--- src/rtl/sng_pkg.sv ---
// Shared types and helpers for the stochastic number generator stream.
// Holds the FSM state enum and the input-to-quota conversion.
package sng_pkg;

  typedef enum logic [0:0] {
    IDLE = 1'b0,
    RUN  = 1'b1
  } sngState_e;

  // Round-to-nearest scaling of a QUANT-bit code onto 0..n ones per stream.
  // Result is wide; callers truncate to clog2(n)+1 bits. Valid for QUANT <= 24.
  function automatic logic [63:0] calcQuota(input logic [31:0]   data,
                                            input int unsigned   n,
                                            input int unsigned   quant);
    logic [63:0] acc;
    acc = 64'(data) * 64'(n) + (64'(1) << (quant - 1));
    return acc >> quant;
  endfunction

endpackage

--- src/rtl/sng_weyl_lane.sv ---
// One SNG channel: Weyl sequence w advancing by STRIDE mod BITSTREAM,
// compared against a latched quota to produce one stochastic bit per step.
// Ports:
//   iClk, iRst  clock, async active-high reset
//   iLoad       load start value and new quota (first bit of a stream)
//   iAdvance    step w by STRIDE (output transfer mid-stream)
//   iClear      force the bit low (stream finished, block going idle)
//   iQuota      quota for the stream being loaded, 0..BITSTREAM
//   oBit        registered stochastic bit, (w < quota)
module sng_weyl_lane #(
  parameter int unsigned BITSTREAM = 64,
  parameter int unsigned STRIDE    = 17,
  parameter int unsigned START     = 0
) (
  input  logic                         iClk,
  input  logic                         iRst,
  input  logic                         iLoad,
  input  logic                         iAdvance,
  input  logic                         iClear,
  input  logic [$clog2(BITSTREAM):0]   iQuota,
  output logic                         oBit
);

  localparam int unsigned WW = $clog2(BITSTREAM);
  localparam int unsigned QW = WW + 1;

  logic [WW-1:0] w;
  logic [QW-1:0] quota;
  logic [WW-1:0] wNext;
  logic [WW-1:0] wStart;

  // Modulo BITSTREAM is free: it is a power of two, so truncation wraps.
  assign wNext  = w + WW'(STRIDE);
  assign wStart = WW'(START);

  // Weyl state, quota latch and registered comparator output.
  always_ff @(posedge iClk or posedge iRst) begin
    if (iRst) begin
      w     <= '0;
      quota <= '0;
      oBit  <= 1'b0;
    end else if (iLoad) begin
      w     <= wStart;
      quota <= iQuota;
      oBit  <= ({1'b0, wStart} < iQuota);
    end else if (iAdvance) begin
      w     <= wNext;
      oBit  <= ({1'b0, wNext} < quota);
    end else if (iClear) begin
      oBit  <= 1'b0;
    end
  end

endmodule

--- src/rtl/sng_stream.sv ---
// Stochastic number generator: each accepted input word becomes a stream of
// BITSTREAM bits per channel whose ones-count equals the channel's quota.
// Build option: define SNG_STREAM_BIPOLAR_EN for two's complement input
// over [-1,1); otherwise inputs are unsigned unipolar.
// Ports:
//   iClk, iRst  clock, async active-high reset
//   iValid/oReady/iData   input word handshake, channel c at [c*QUANT +: QUANT]
//   oValid/iReady         output bit handshake
//   oBits                 one stochastic bit per channel
//   oLast                 marks the final bit (index BITSTREAM-1) of a stream
module sng_stream
  import sng_pkg::*;
#(
  parameter int unsigned BITSTREAM = 64,
  parameter int unsigned BASE      = 61,
  parameter int unsigned STRIDE    = 17,
  parameter int unsigned QUANT     = 8,
  parameter int unsigned NCH       = 4,
  parameter int unsigned CH_OFFSET = 0
) (
  input  logic                    iClk,
  input  logic                    iRst,
  input  logic                    iValid,
  output logic                    oReady,
  input  logic [NCH*QUANT-1:0]    iData,
  output logic                    oValid,
  input  logic                    iReady,
  output logic [NCH-1:0]          oBits,
  output logic                    oLast
);

  localparam int unsigned WW = $clog2(BITSTREAM);
  localparam int unsigned QW = WW + 1;

  sngState_e     state;
  sngState_e     stateNext;
  logic [WW-1:0] t;
  logic          inXfer;
  logic          outXfer;
  logic          load;
  logic          advance;
  logic          clear;

  // oValid is the state register itself; oReady must see iReady the same
  // cycle so a new word can be taken on the final bit without a bubble.
  assign oValid  = (state == RUN);
  assign oReady  = (state == IDLE) || (oLast && iReady);
  assign inXfer  = iValid && oReady;
  assign outXfer = oValid && iReady;

  // State register.
  always_ff @(posedge iClk or posedge iRst) begin
    if (iRst) begin
      state <= IDLE;
    end else begin
      state <= stateNext;
    end
  end

  // Next state and lane controls.
  always_comb begin
    stateNext = state;
    load      = 1'b0;
    advance   = 1'b0;
    clear     = 1'b0;
    case (state)
      IDLE: begin
        if (inXfer) begin
          load      = 1'b1;
          stateNext = RUN;
        end
      end
      RUN: begin
        if (outXfer) begin
          if (oLast) begin
            if (inXfer) begin
              load = 1'b1;
            end else begin
              clear     = 1'b1;
              stateNext = IDLE;
            end
          end else begin
            advance = 1'b1;
          end
        end
      end
      default: stateNext = IDLE;
    endcase
  end

  // Bit index and last flag; oLast is registered by looking one step ahead.
  always_ff @(posedge iClk or posedge iRst) begin
    if (iRst) begin
      t     <= '0;
      oLast <= 1'b0;
    end else if (load || clear) begin
      t     <= '0;
      oLast <= 1'b0;
    end else if (advance) begin
      t     <= t + WW'(1);
      oLast <= (t == WW'(BITSTREAM - 2));
    end
  end

  for (genvar c = 0; c < int'(NCH); c++) begin : gLane
    localparam int unsigned START = (BASE + c * CH_OFFSET) % BITSTREAM;

    logic [QUANT-1:0] dRaw;
    logic [QUANT-1:0] dCode;
    logic [QW-1:0]    quota;

    assign dRaw = iData[c*QUANT +: QUANT];

`ifdef SNG_STREAM_BIPOLAR_EN
    // Flipping the sign bit turns two's complement into offset binary.
    assign dCode = dRaw ^ (QUANT'(1) << (QUANT - 1));
`else
    assign dCode = dRaw;
`endif

    assign quota = QW'(calcQuota(32'(dCode), BITSTREAM, QUANT));

    sng_weyl_lane #(
      .BITSTREAM (BITSTREAM),
      .STRIDE    (STRIDE),
      .START     (START)
    ) uLane (
      .iClk     (iClk),
      .iRst     (iRst),
      .iLoad    (load),
      .iAdvance (advance),
      .iClear   (clear),
      .iQuota   (quota),
      .oBit     (oBits[c])
    );
  end

endmodule

--- config.mk ---
export PLATFORM = sky130hd
export DESIGN_NAME = sng_stream
export DESIGN_NICKNAME = d
export VERILOG_FILES = /design/src/rtl/sng_pkg.sv /design/src/rtl/sng_weyl_lane.sv /design/src/rtl/sng_stream.sv
export SDC_FILE = /design/constraint.sdc
export NUM_CORES = 1
export LEC_CHECK = 0
export CAP_MARGIN = 15
export CORE_MARGIN = 5
export CORE_UTILIZATION = 40
export DETAILED_ROUTE_END_ITERATION = 10
export GPL_TIMING_DRIVEN = 0
export SYNTH_ARGS = -nofsm -noshare
export SYNTH_HDL_FRONTEND = slang
export SYNTH_SLANG_ARGS = --single-unit
export TNS_END_PERCENT = 20
--- constraint.sdc ---
create_clock -name iClk -period 5.8 [get_ports iClk]
set_input_delay 1.16 -clock iClk [delete_from_list [all_inputs] [get_ports iClk]]
set_output_delay 1.16 -clock iClk [all_outputs]
set_load 0.01 [all_outputs]
==> results of run 1 <==
[power breakdown]
| part | leakage [uW] | switching [uW] | total, uW | internal [uW] |
|---|---|---|---|---|
| logic | 0.00118 | 330 | 655 | 326 |
| clock network | 0.000108 | 171 | 401 | 230 |
| registers | 0.000783 | 117 | 692 | 575 |
| total | 0.00207 | 617 | 1750 | 1130 |
[sequential cells by signal, indices dropped and copies added, names as in the netlist]
name,count
t,6
gLane.uLane.quota,28
oValid,1
oLast,1
gLane.uLane.w,24
gLane.uLane.oBit,4
[cell usage after synthesis, drive strengths merged]
master | count | area share, %
a21bo | 1 | 0.43
nand2b | 2 | 0.33
a32o | 2 | 0.53
a211oi | 1 | 0.20
a41oi | 4 | 0.93
o22ai | 1 | 0.17
a21oi | 16 | 2.1
o32ai | 1 | 0.23
ha | 30 | 10
nor2 | 15 | 1.5
and2 | 1 | 0.23
mux2i | 2 | 0.53
a211o | 1 | 0.23
xnor2 | 22 | 5.1
or3 | 3 | 0.50
nand4 | 2 | 0.33
o221ai | 2 | 0.47
a32oi | 1 | 0.23
buf | 8 | 1.3
nand4b | 1 | 0.23
and4b | 1 | 0.27
inv | 25 | 2.5
and3 | 2 | 0.33
a21o | 6 | 1.2
nor3 | 4 | 0.53
nor2b | 2 | 0.33
dfrtp | 64 | 43
o41ai | 1 | 0.23
a31oi | 1 | 0.17
nand3 | 32 | 4.3
o21ai | 44 | 5.9
nand2 | 93 | 9.3
xor2 | 16 | 3.7
clkbuf | 10 | 1.0
nor3b | 1 | 0.20
o21a | 2 | 0.40
or2 | 1 | 0.17
or4 | 2 | 0.40
o2111ai | 1 | 0.23
a21boi | 2 | 0.40
o211ai | 1 | 0.20
[worst max-delay path by stage]
| stage | endpoint | slack, ns |
|---|---|---|
| after global routing | oReady | 2.23 |
| after global placement | gLane[2].uLane.quota[0] | 1.77 |
| after CTS | oReady | 2.26 |
| final | oReady | 2.27 |
| after floorplan | gLane[0].uLane.oBit | 3.04 |
| after detailed placement | oReady | 2.26 |
[final cells by class]
class	count	area, um2	area share [%]
Multi-Input combinational cell	320	1970	44.0
Sequential cell	64	1600	35.7
Timing Repair Buffer	38	380	8.48
Clock buffer	12	165	3.68
Tap cell	111	139	3.10
Inverter	25	96.3	2.15
Buffer	18	87.6	1.95
Clock inverter	3	40.0	0.893
[through the flow]
step,util [%],hold slack [ns],total power [uW]
6_report,48.8,0.475,1750
5_1_grt,48.8,0.501,1900
4_1_cts,48.8,0.484,1760
3_5_place_dp,46.5,0.471,1360
3_3_place_gp,46.5,0.463,1330
2_1_floorplan,-,0.441,1160
[layer usage]
metal | up-vias | track usage [%] | wire [um]
met5 | - | 0 | 0
met4 | 0 | 5.75 | 101
met3 | 10 | 2.71 | 249
met2 | 44 | 28.4 | 4260
met1 | 1412 | 21.2 | 4070
li1 | 1558 | - | -
[cell families after synthesis]
family | count (synthesis)
xor+xnor | 38
compound gates | 88
mux | 2
buf+inv | 43
fa+ha+maj | 30
simple gates | 162
flops | 64
==> summary.md, run 1 <==
| Metric | Value |
|---|---|
| Mux cell area share after synthesis | `less than 1%` |
| Crit-path max cell delay | `approximately 0.53 ns` |
| Reg2reg path depth | `9` |
| WP depth | `3` |
| Initial antenna violation count | `0` |
| Delay-heaviest family, CP | `buffers and inverters` |
| Cell mode on critical path | `clkdlybuf4s50_1` |
| Leak | `0.00207 uW` |
| Slew margin rel. | `about two fifths` |
| Mean post-synth cell area | `just under 9 um2` |
| HP Class | `reg2reg` |
| Average routed wire per standard cell | `14.7 um` |
| Tcrit/Tclk final | `~60%` |
| Die area | `about 11,000 um2` |
| Ant. Diodes | `0` |
| Adder-Cell Fraction of Synth Area | `approximately 10%` |
| Placed inst area | `approximately 4300 um2` |
| XOR/XNOR Fraction of Synth Area | `between 8 and 9%` |
| IO Port Bufs | `38` |
| Synth Area in Compound Gates | `~14%` |
| Largest family of logic cells by synthesized area | `simple AND/OR/NAND/NOR gates` |
| Seq/Total Area, Yosys | `between 40 and 50%` |
| Number of buffers created by CTS | `9` |
| Post-synthesis simple-gate area fraction | `between 10% and 20%` |
| Fin Clk Skew | `0.00659 ns` |
| Startpoint of the worst hold path | `t[5]` |
| Hold path cells | `1` |
| Fmax | `approximately 0.28 GHz` |
| Routability cong. | `0.826` |
| Hold EP | `t[5]` |
| GRT Overall Usage | `about 17%` |
| Final Cell Area | `4480 um2` |
| RSZ-0062 raised after global routing | `false` |
| CTS tree | `done` |
| Hold_buf cts | `0` |
| WP buf/inv | `2` |
| Drt pass-1 iters | `4` |
| Outcome | `finished, final reports clean` |
| Top fanout value on the critical path | `5` |
| # rows | `35` |
| Dpl ws | `between 2 and 2.5 ns` |
| # setup viols final | `0` |
| Endpoints failing hold | `0` |
| Die Span Y | `roughly 110 um` |
| FF+latch count, synth | `64` |
| Yosys warns | `0` |
| IO Count | `43` |
| Max-slew violation count | `0` |
| H-tree depth | `3` |
| Setup TNS | `0 ns` |
| Crit path from | `iReady` |
| Layout cell share with drive strength beyond 1 | `~5.6%` |
| CTS Sinks | `64` |
| Inst Count DP | `576` |
| Min Clock Period, post-route | `between 3 and 4 ns` |
| Peak VDD IR | `roughly 0.00015 V` |
| Commonest non-fill, non-tap cell in the layout | `nand2_1` |
| Element type at the critical path start | `input pin` |
| Post-CTS Setup Bufs | `0` |
| Clock Latency Late Sink | `about 0.34 ns` |
| Post-Synthesis Cells | `around 430` |
| Initial Util | `between 40% and 50%` |
| Synth-to-layout area growth | `19.3%` |
| Critical path type | `in2out` |
| Number of distinct library cells after synthesis | `42` |
| Critical path's slowest cell | `clkdlybuf4s50_1` |
| Fin cells | `around 600` |
| Vias per Instance | `5.12` |
| Commonest non-fill, non-tap cells in the layout | `93 x nand2_1, 64 x dfrtp_1, 44 x o21ai_0` |
| R2R Path Start | `gLane[3].uLane.w[0]` |
| Setup WS post-layout | `around 2.3 ns` |
| Vias in the first global route | `about 3.1k` |
| Worst endpoint data arrival time | `~2.4 ns` |
| Worst setup EP type | `primary output` |
| Worst-case clock buffer depth | `2` |
| Core area | `just over 9000 um2` |
| Filler cells | `928` |
| Cell Pwr Density | `390 nW/um2` |
| Layout Nets | `542` |
| Clk pin slew, worst setup/hold paths | `around 0.07 ns` |
| Final ANT Viol Nets | `0` |
| R2r setup slk | `between 3 and 4 ns` |
| Grt total ovfl | `0` |
| Post-Syn Area | `~3800 um2` |
| DIE WIDTH | `~110 um` |
| Largest net degree at the start of global routing | `65` |
| Root Buffer | `clkbuf_8` |
| Slew of the pin with the lowest slew margin | `approximately 0.85 ns` |
| Req. time, crit path | `approximately 4.6 ns` |
| RR Endpoint | `gLane[3].uLane.oBit` |
| DP HPWL | `6230 um` |
| Max_cap viols | `0` |
| Routed WL | `just under 9000 um` |
| Iteration-0 DRC count of the detailed router | `90` |
| Critical-path cell list | `clkdlybuf4s50_1, a21bo_4, clkdlybuf4s50_1` |
| Mapped Nets | `roughly 500` |
| Routed vias | `about 3.0k` |
| Global-route wire length before repair | `~15,000 um` |
| DRC Markers | `0` |
| PostCTS Resize Cnt | `0` |
No activity file was read; power rests on OpenSTA's default activity.
==> inputs of run 2 (changes only) <==
==> constraint.sdc (replaced) <==
create_clock -name iClk -period 3.59 [get_ports iClk]
set_input_delay 0.718 -clock iClk [delete_from_list [all_inputs] [get_ports iClk]]
set_output_delay 0.718 -clock iClk [all_outputs]
set_load 0.01 [all_outputs]
==> results of run 2 <==
Same layout as run 1 (identical final DEF). Status: finished, final reports clean.
Main changes from that run: setup slack after placement 2.26 ns -> 0.909 ns; setup slack after layout 2.27 ns -> 0.948 ns; register-to-register setup slack 3.83 ns -> 1.62 ns; total power 1750 uW -> 2820 uW; worst IR drop on VDD 0.000153 V -> 0.000247 V
